File: config.mk
export PLATFORM = sky130hd
export DESIGN_NAME = sci_master
export DESIGN_NICKNAME = d
export VERILOG_FILES = /design/src/rtl/sci_pkg.sv /design/src/rtl/sci_master_shifter.sv /design/src/rtl/sci_master.sv
export SDC_FILE = /design/constraint.sdc
export NUM_CORES = 1
export LEC_CHECK = 0
export CAP_MARGIN = 20
export CORE_MARGIN = 5
export CORE_UTILIZATION = 45
export DETAILED_ROUTE_END_ITERATION = 6
export PLACE_DENSITY = 0.7
export SLEW_MARGIN = 20
export SYNTH_ARGS = -nofsm -noshare
export SYNTH_HDL_FRONTEND = slang
export SYNTH_SLANG_ARGS = --single-unit
export TNS_END_PERCENT = 5
File: constraint.sdc
create_clock -name CLK -period 3.4 [get_ports CLK]
set_input_delay 0.68 -clock CLK [delete_from_list [all_inputs] [get_ports CLK]]
set_output_delay 0.68 -clock CLK [all_outputs]
set_load 0.05 [all_outputs]
File: src/rtl/sci_pkg.sv
`default_nettype none
// ---- sci_pkg : shared SCI state encodings, command bits and default widths (rev 1.0) ----
package sci_pkg;

  localparam int SCI_ADDR_WIDTH = 8;
  localparam int SCI_DATA_WIDTH = 8;

  localparam logic SCI_CMD_WRITE = 1'b1;
  localparam logic SCI_CMD_READ  = 1'b0;

  typedef enum logic [2:0] {
    ST_IDLE  = 3'd0,
    ST_CMD   = 3'd1,
    ST_ADDR  = 3'd2,
    ST_WDATA = 3'd3,
    ST_RWAIT = 3'd4,
    ST_RDATA = 3'd5,
    ST_GAP   = 3'd6
  } sci_state_t;

  function automatic int sci_max4(input int a, input int b, input int c, input int d);
    int m;
    m = a;
    if (b > m) m = b;
    if (c > m) m = c;
    if (d > m) m = d;
    return m;
  endfunction

endpackage
`default_nettype wire

File: src/rtl/sci_master_shifter.sv
`default_nettype none
// ---- sci_master_shifter : loadable shift register, MSB-first out and MSB-first in (rev 1.0) ----
module sci_master_shifter
  import sci_pkg::*;
#(
  parameter int WIDTH    = SCI_ADDR_WIDTH + SCI_DATA_WIDTH,
  parameter int IN_WIDTH = SCI_DATA_WIDTH
) (
  input  logic                CLK,
  input  logic                RST,
  input  logic                i_load,
  input  logic [WIDTH-1:0]    i_load_data,
  input  logic                i_shift_out,
  input  logic                i_shift_in,
  input  logic                i_sdi,
  output logic                o_msb,
  output logic [IN_WIDTH-1:0] o_in_word
);

  logic [WIDTH-1:0] r_q;
  logic [WIDTH-1:0] w_in_next;

  // o_in_word includes the bit being sampled now, so the last read bit is usable in the same cycle
  assign w_in_next = {r_q[WIDTH-2:0], i_sdi};
  assign o_msb     = r_q[WIDTH-1];
  assign o_in_word = w_in_next[IN_WIDTH-1:0];

  always_ff @(posedge CLK or posedge RST) begin
    if (RST) begin
      r_q <= '0;
    end else if (i_load) begin
      r_q <= i_load_data;
    end else if (i_shift_out) begin
      r_q <= {r_q[WIDTH-2:0], 1'b0};
    end else if (i_shift_in) begin
      r_q <= w_in_next;
    end
  end

endmodule
`default_nettype wire

File: src/rtl/sci_master.sv
`default_nettype none
// ---- sci_master : parallel request/response to serial SCI command master (rev 1.0) ----
module sci_master
  import sci_pkg::*;
#(
  parameter int ADDR_WIDTH = SCI_ADDR_WIDTH,
  parameter int DATA_WIDTH = SCI_DATA_WIDTH,
  parameter int GAP_CYCLES = 1,
  parameter int TIMEOUT    = 64
) (
  input  logic                  CLK,
  input  logic                  RST,
  input  logic                  REQ_VALID,
  output logic                  REQ_READY,
  input  logic                  REQ_WNR,
  input  logic [ADDR_WIDTH-1:0] REQ_ADDR,
  input  logic [DATA_WIDTH-1:0] REQ_WDATA,
  output logic                  RSP_VALID,
  output logic [DATA_WIDTH-1:0] RSP_RDATA,
  output logic                  RSP_ERR,
  output logic                  CSN,
  output logic                  SDO,
  input  logic                  SDI,
  input  logic                  SACK
);

  localparam int SH_W  = ADDR_WIDTH + DATA_WIDTH;
  localparam int CNT_W = $clog2(sci_max4(ADDR_WIDTH, DATA_WIDTH, TIMEOUT, GAP_CYCLES) + 1);

  localparam logic [CNT_W-1:0] C_ADDR_LAST = CNT_W'(ADDR_WIDTH);
  localparam logic [CNT_W-1:0] C_DATA_LAST = CNT_W'(DATA_WIDTH);
  localparam logic [CNT_W-1:0] C_RD_LAST   = CNT_W'(DATA_WIDTH - 1);
  localparam logic [CNT_W-1:0] C_TO_LAST   = CNT_W'(TIMEOUT - 1);
  localparam logic [CNT_W-1:0] C_GAP_LAST  = CNT_W'(GAP_CYCLES - 1);

  sci_state_t             r_state;
  logic [CNT_W-1:0]       r_cnt;
  logic                   r_wnr;
  logic                   r_req_ready;
  logic                   r_rsp_valid;
  logic [DATA_WIDTH-1:0]  r_rsp_rdata;
  logic                   r_rsp_err;
  logic                   r_csn;
  logic                   r_sdo;

  logic                   w_accept;
  logic                   w_shift_out;
  logic                   w_shift_in;
  logic                   w_sh_msb;
  logic [DATA_WIDTH-1:0]  w_in_word;
  logic [CNT_W-1:0]       w_cnt_inc;
  logic                   w_fin;
  logic                   w_fin_err;
  logic [DATA_WIDTH-1:0]  w_fin_data;

  assign REQ_READY = r_req_ready;
  assign RSP_VALID = r_rsp_valid;
  assign RSP_RDATA = r_rsp_rdata;
  assign RSP_ERR   = r_rsp_err;
  assign CSN       = r_csn;
  assign SDO       = r_sdo;

  assign w_accept    = (r_state == ST_IDLE) && REQ_VALID && r_req_ready;
  assign w_shift_out = (r_state == ST_CMD) || (r_state == ST_ADDR) || (r_state == ST_WDATA);
  assign w_shift_in  = ((r_state == ST_RWAIT) || (r_state == ST_RDATA)) && SACK;
  assign w_cnt_inc   = (r_cnt == {CNT_W{1'b1}}) ? r_cnt : r_cnt + CNT_W'(1);

  sci_master_shifter #(
    .WIDTH    (SH_W),
    .IN_WIDTH (DATA_WIDTH)
  ) u_shifter (
    .CLK         (CLK),
    .RST         (RST),
    .i_load      (w_accept),
    .i_load_data ({REQ_ADDR, REQ_WDATA}),
    .i_shift_out (w_shift_out),
    .i_shift_in  (w_shift_in),
    .i_sdi       (SDI),
    .o_msb       (w_sh_msb),
    .o_in_word   (w_in_word)
  );

  // Frame completion: write done, read done, read timeout or SACK abort
  always_comb begin
    w_fin      = 1'b0;
    w_fin_err  = 1'b0;
    w_fin_data = '0;
    case (r_state)
      ST_WDATA: w_fin = (r_cnt == C_DATA_LAST);
      ST_RWAIT: begin
        if (SACK && (DATA_WIDTH == 1)) begin
          w_fin      = 1'b1;
          w_fin_data = w_in_word;
        end else if (!SACK && (r_cnt == C_TO_LAST)) begin
          w_fin     = 1'b1;
          w_fin_err = 1'b1;
        end
      end
      ST_RDATA: begin
        if (!SACK) begin
          w_fin     = 1'b1;
          w_fin_err = 1'b1;
        end else if (r_cnt == C_RD_LAST) begin
          w_fin      = 1'b1;
          w_fin_data = w_in_word;
        end
      end
      default: ;
    endcase
  end

  always_ff @(posedge CLK or posedge RST) begin
    if (RST) begin
      r_state     <= ST_IDLE;
      r_cnt       <= '0;
      r_wnr       <= 1'b0;
      r_req_ready <= 1'b1;
      r_rsp_valid <= 1'b0;
      r_rsp_rdata <= '0;
      r_rsp_err   <= 1'b0;
      r_csn       <= 1'b1;
      r_sdo       <= 1'b0;
    end else begin
      r_rsp_valid <= 1'b0;
      case (r_state)
        ST_IDLE: begin
          if (w_accept) begin
            r_state     <= ST_CMD;
            r_wnr       <= REQ_WNR;
            r_req_ready <= 1'b0;
            r_csn       <= 1'b0;
            r_sdo       <= REQ_WNR;
            r_cnt       <= '0;
          end
        end
        ST_CMD: begin
          r_state <= ST_ADDR;
          r_sdo   <= w_sh_msb;
          r_cnt   <= CNT_W'(1);
        end
        ST_ADDR: begin
          if (r_cnt == C_ADDR_LAST) begin
            if (r_wnr == SCI_CMD_WRITE) begin
              r_state <= ST_WDATA;
              r_sdo   <= w_sh_msb;
              r_cnt   <= CNT_W'(1);
            end else begin
              r_state <= ST_RWAIT;
              r_sdo   <= 1'b0;
              r_cnt   <= '0;
            end
          end else begin
            r_sdo <= w_sh_msb;
            r_cnt <= w_cnt_inc;
          end
        end
        ST_WDATA: begin
          r_sdo <= w_sh_msb;
          r_cnt <= w_cnt_inc;
        end
        ST_RWAIT: begin
          if (SACK) begin
            r_state <= ST_RDATA;
            r_cnt   <= CNT_W'(1);
          end else begin
            r_cnt <= w_cnt_inc;
          end
        end
        ST_RDATA: r_cnt <= w_cnt_inc;
        ST_GAP: begin
          if (r_cnt == C_GAP_LAST) begin
            r_state     <= ST_IDLE;
            r_req_ready <= 1'b1;
            r_cnt       <= '0;
          end else begin
            r_cnt <= w_cnt_inc;
          end
        end
        default: begin
          r_state     <= ST_IDLE;
          r_req_ready <= 1'b1;
          r_csn       <= 1'b1;
          r_sdo       <= 1'b0;
          r_cnt       <= '0;
        end
      endcase
      // Any frame end overrides the per-state update: respond and release CSN
      if (w_fin) begin
        r_state     <= ST_GAP;
        r_cnt       <= '0;
        r_rsp_valid <= 1'b1;
        r_rsp_err   <= w_fin_err;
        r_rsp_rdata <= w_fin_data;
        r_csn       <= 1'b1;
        r_sdo       <= 1'b0;
      end
    end
  end

endmodule
`default_nettype wire

==> reports/qor.csv <==
stage,metric,value,unit
timing,worst setup skew after layout,0.0143,ns
layout,layout cells sized above 1,7.87,%
flow_run,max-cap viol count,0,
setup_path,endpoint arrival time on the critical path,2.63,ns
timing,post-route setup TNS,0,ns
detailed_routing,residual DRC count,0,
setup_path,"Max stage delay cell, worst path",sky130_fd_sc_hd__nor2_2,
floorplanning,x dimension of the die,78.5,um
setup_path,highest cell delay on the worst timing path,0.44,ns
global_routing,number of antenna violations at the first check in global routing,0,
yosys,"Seq/Total Area, Yosys",47.6,%
timing,smallest hold slack,0.493,ns
layout,antenna diode count,0,
timing,transition at the pin with the smallest max-transition slack,0.590,ns
layout,post-layout net count,277,
setup_path,setup slack of the most critical reg-to-reg path,0.98,ns
yosys,top cells by instance count after synthesis,"38 x sky130_fd_sc_hd__dfrtp_1, 30 x sky130_fd_sc_hd__nand2_1, 19 x sky130_fd_sc_hd__o21ai_1",
power_and_ir_drop,Power Internal,0.644,mW
floorplanning,effective utilization at floorplan,45.6,%
hold_path,source of the worst hold timing path,u_shifter.r_q[9],
yosys,nets in the synthesized netlist,244,
power_and_ir_drop,static leakage power,1.09,nW
power_and_ir_drop,final total power,0.834,mW
yosys,most used standard cell by instance count after synthesis,sky130_fd_sc_hd__dfrtp_1,
setup_path,worst path cell trace,ha_1 -> and3_1 -> and4b_1 -> o211a_1 -> nor2_2 -> a21oi_1 -> a311oi_1,
global_routing,global-route wire length before repair,8.04,mm
global_routing,vias in the first global route,1666,
floorplanning,number of I/O pins,35,
global_routing,overall overflow remaining after global route,0,
setup_path,maximum fanout along the worst path,13,
hold_path,cell depth of the worst hold path,2,
clock_tree,"Gates resized, CTS repair",0,
timing,unrepaired setup endpoints after global routing,false,
global_routing,largest net degree at the start of global routing,41,
yosys,mapped cell area,2110,um^2
detailed_routing,number of DRC markers after the initial detailed-route iteration,243,
timing,max frequency,413,MHz
detailed_routing,number of vias after detailed routing,1754,
yosys,gate count of the mapped netlist,220,
clock_tree,CTS sink count,40,
outcome,run status,completed,
clock_tree,CTS tree,done,
setup_path,reg-to-reg endpoint,r_cnt[2],
layout,total non-filler cell area in the finished layout,2580,um^2
setup_path,Worst Setup Path Type,reg2reg,
setup_path,kind of end point of the critical path,flop,
yosys,Syn Area/Cell,9.59,um^2
detailed_routing,Final ANT Viol Nets,0,
detailed_routing,total wire length after detailed routing,4.73,mm
yosys,cell taking the most area after synthesis,sky130_fd_sc_hd__dfrtp_1,
floorplanning,floorplan die area,6160,um^2
hold_path,Hold Crit Endpoint,u_shifter.r_q[9],
setup_path,start of the worst register-to-register path,r_cnt[0],
timing,period utilisation layout,71.2,%
clock_tree,CTS Buffer Depth,2,
placed_design,Detailed Place HPWL,3.51,mm
yosys,total of warnings raised by yosys,0,
yosys,"Top FF cell, synth",sky130_fd_sc_hd__dfrtp_1,
setup_path,required time of the critical path,3.61,ns
yosys,share of flip-flops with an asynchronous set or reset,100,%
yosys,number of synthesized register bits,40,
timing,count of endpoints failing setup in the final report,0,
clock_tree,number of H-tree branching levels,2,
power_and_ir_drop,switching part of the total power,22.8,%
floorplanning,placeable core region,4630,um^2
yosys,Post-synth EDFFs,0,
timing,max-slew violation total from the final report,0,
power_and_ir_drop,clock power share,38.4,%
timing,hold violation total from the final report,0,
layout,Layout Area Growth over Synthesis,22.4,%
clock_tree,clock tree root buffer cell,sky130_fd_sc_hd__clkbuf_8,
setup_path,crit start category,flop,
detailed_routing,average wire per standard cell,15.4,um
yosys,unique cell type count in the Yosys netlist,46,
detailed_routing,first-pass detailed-route iteration total,4,
placed_design,number of buffers inserted by port buffering,34,
hold_path,class of the tightest hold or removal check,reg2reg,
placed_design,RD Place Congestion,0.871,
power_and_ir_drop,proportion of power drawn by flip-flops and latches,57.0,%
placed_design,total cell area at the placement stage,2490,um^2
global_routing,total routing usage reported by global routing,16.7,%
floorplanning,number of standard-cell rows in the floorplan,25,
clock_tree,Clock Pin Slew Worst Setup and Hold Paths,0.09,ns
timing,final period demand of the worst path,2.42,ns
detailed_routing,via count normalized by instance count,5.69,
floorplanning,die height,78.5,um
power_and_ir_drop,net switching component of the power,0.190,mW
timing,Worst slew margin,60.7,%
power_and_ir_drop,pwr dens,323,nW/um^2
power_and_ir_drop,power share of the combinational group,4.6,%
clock_tree,clock latency on the worst-skew pair,0.30,ns
setup_path,FF-to-FF path depth,7,
yosys,Area contributors post-synth,"sky130_fd_sc_hd__dfrtp_1 45%, sky130_fd_sc_hd__mux2i_1 7.6%, sky130_fd_sc_hd__nand2_1 5.3%, sky130_fd_sc_hd__o21ai_1 4.5%, sky130_fd_sc_hd__a22o_1 4.2%",
yosys,Yosys top cell area share,45.1,%
clock_tree,number of buffers added for setup after CTS,0,
power_and_ir_drop,maximum resistive drop on vdd,197,uV
clock_tree,hold buffers post-CTS,0,
clock_tree,total CTS buffers,5,
==> sequential cells by signal (all words and copies together) (netlist names) <==
signal,count
u_shifter.r_q,16
RSP_RDATA,8
r_cnt,7
r_state,3
CSN,1
REQ_READY,1
RSP_ERR,1
RSP_VALID,1
SDO,1
r_wnr,1
==> cell families (layout without fill, tap and decap cells) <==
| kind of cell | after synthesis | in the layout | share of synthesized area (%) |
|---|---|---|---|
| multiplexers | 16 | 16 | 7.59 |
| AO/OA/AOI/OAI | 71 | 71 | 23.0 |
| buffers and inverters | 21 | 55 | 4.27 |
| flip-flops | 40 | 40 | 47.6 |
| adder cells (fa/ha/maj) | 2 | 2 | 1.19 |
| AND/OR/NAND/NOR | 70 | 70 | 16.4 |
==> final cells by class <==
| type | instances | area, um^2 |
|---|---|---|
| clock inverters | 3 | 23.8 |
| fillers | 426 | 2050 |
| repair buffers | 37 | 363 |
| flip-flops and latches | 40 | 1000 |
| well taps | 54 | 67.6 |
| clock buffers | 5 | 68.8 |
| multi-input cells | 159 | 1020 |
| inverters | 10 | 37.5 |
==> worst max-delay path, delay by kind of cell (launching register included) <==
family	cells	cell delay, ns
and+or+nand+nor	3	0.88
adders and majority gates	1	0.26
AOI/OAI and AO/OA	3	0.76
DFF	1	0.42
==> how the worst max path moves through the flow <==
stage | startpoint | endpoint
after floorplan | r_cnt[0] | r_cnt[5]
after global placement | SACK | r_cnt[3]
after detailed placement | SACK | r_cnt[3]
after CTS | r_cnt[0] | r_cnt[2]
after global routing | r_state[0] | u_shifter.r_q[0]
final | r_cnt[0] | r_cnt[2]
==> power groups by stage <==
stage | clock network [mW] | logic (mW) | registers (mW)
6_report | 0.320 | 0.0380 | 0.475
5_1_grt | 0.345 | 0.0425 | 0.475
4_1_cts | 0.327 | 0.0389 | 0.475
3_5_place_dp | 0 | 0.0389 | 0.485
3_3_place_gp | 0 | 0.0391 | 0.485
2_1_floorplan | 0 | 0.00877 | 0.485
==> stage by stage <==
stage,setup slack [ns],utilization [%],cells
2_1_floorplan,1.44,-,220
3_3_place_gp,0.861,53.8,300
3_5_place_dp,0.853,53.8,300
4_1_cts,0.986,55.8,308
5_1_grt,0.796,55.8,308
6_report,0.978,55.8,308
==> layout by cell type (no fill, tap or decap), types with 6 or more instances in the layout <==
master and n:
sky130_fd_sc_hd__dfrtp_1 38, sky130_fd_sc_hd__clkdlybuf4s50_1 34, sky130_fd_sc_hd__nand2_1 30, sky130_fd_sc_hd__o21ai_1 19, sky130_fd_sc_hd__mux2i_1 16, sky130_fd_sc_hd__nor2_1 12
sky130_fd_sc_hd__a21oi_1 11, sky130_fd_sc_hd__a22o_1 10, sky130_fd_sc_hd__inv_1 9, sky130_fd_sc_hd__nand3_1 6
==> metal layers <==
layer  up-vias  track usage (%)  share of wire [%]
met1       819             24.1                 48
met5         -                0                  0
met4         0             6.64                1.2
li1        866                -                  -
met3         5             4.36                8.1
met2        64             23.7                 43
(Power assumes the default switching activity.)
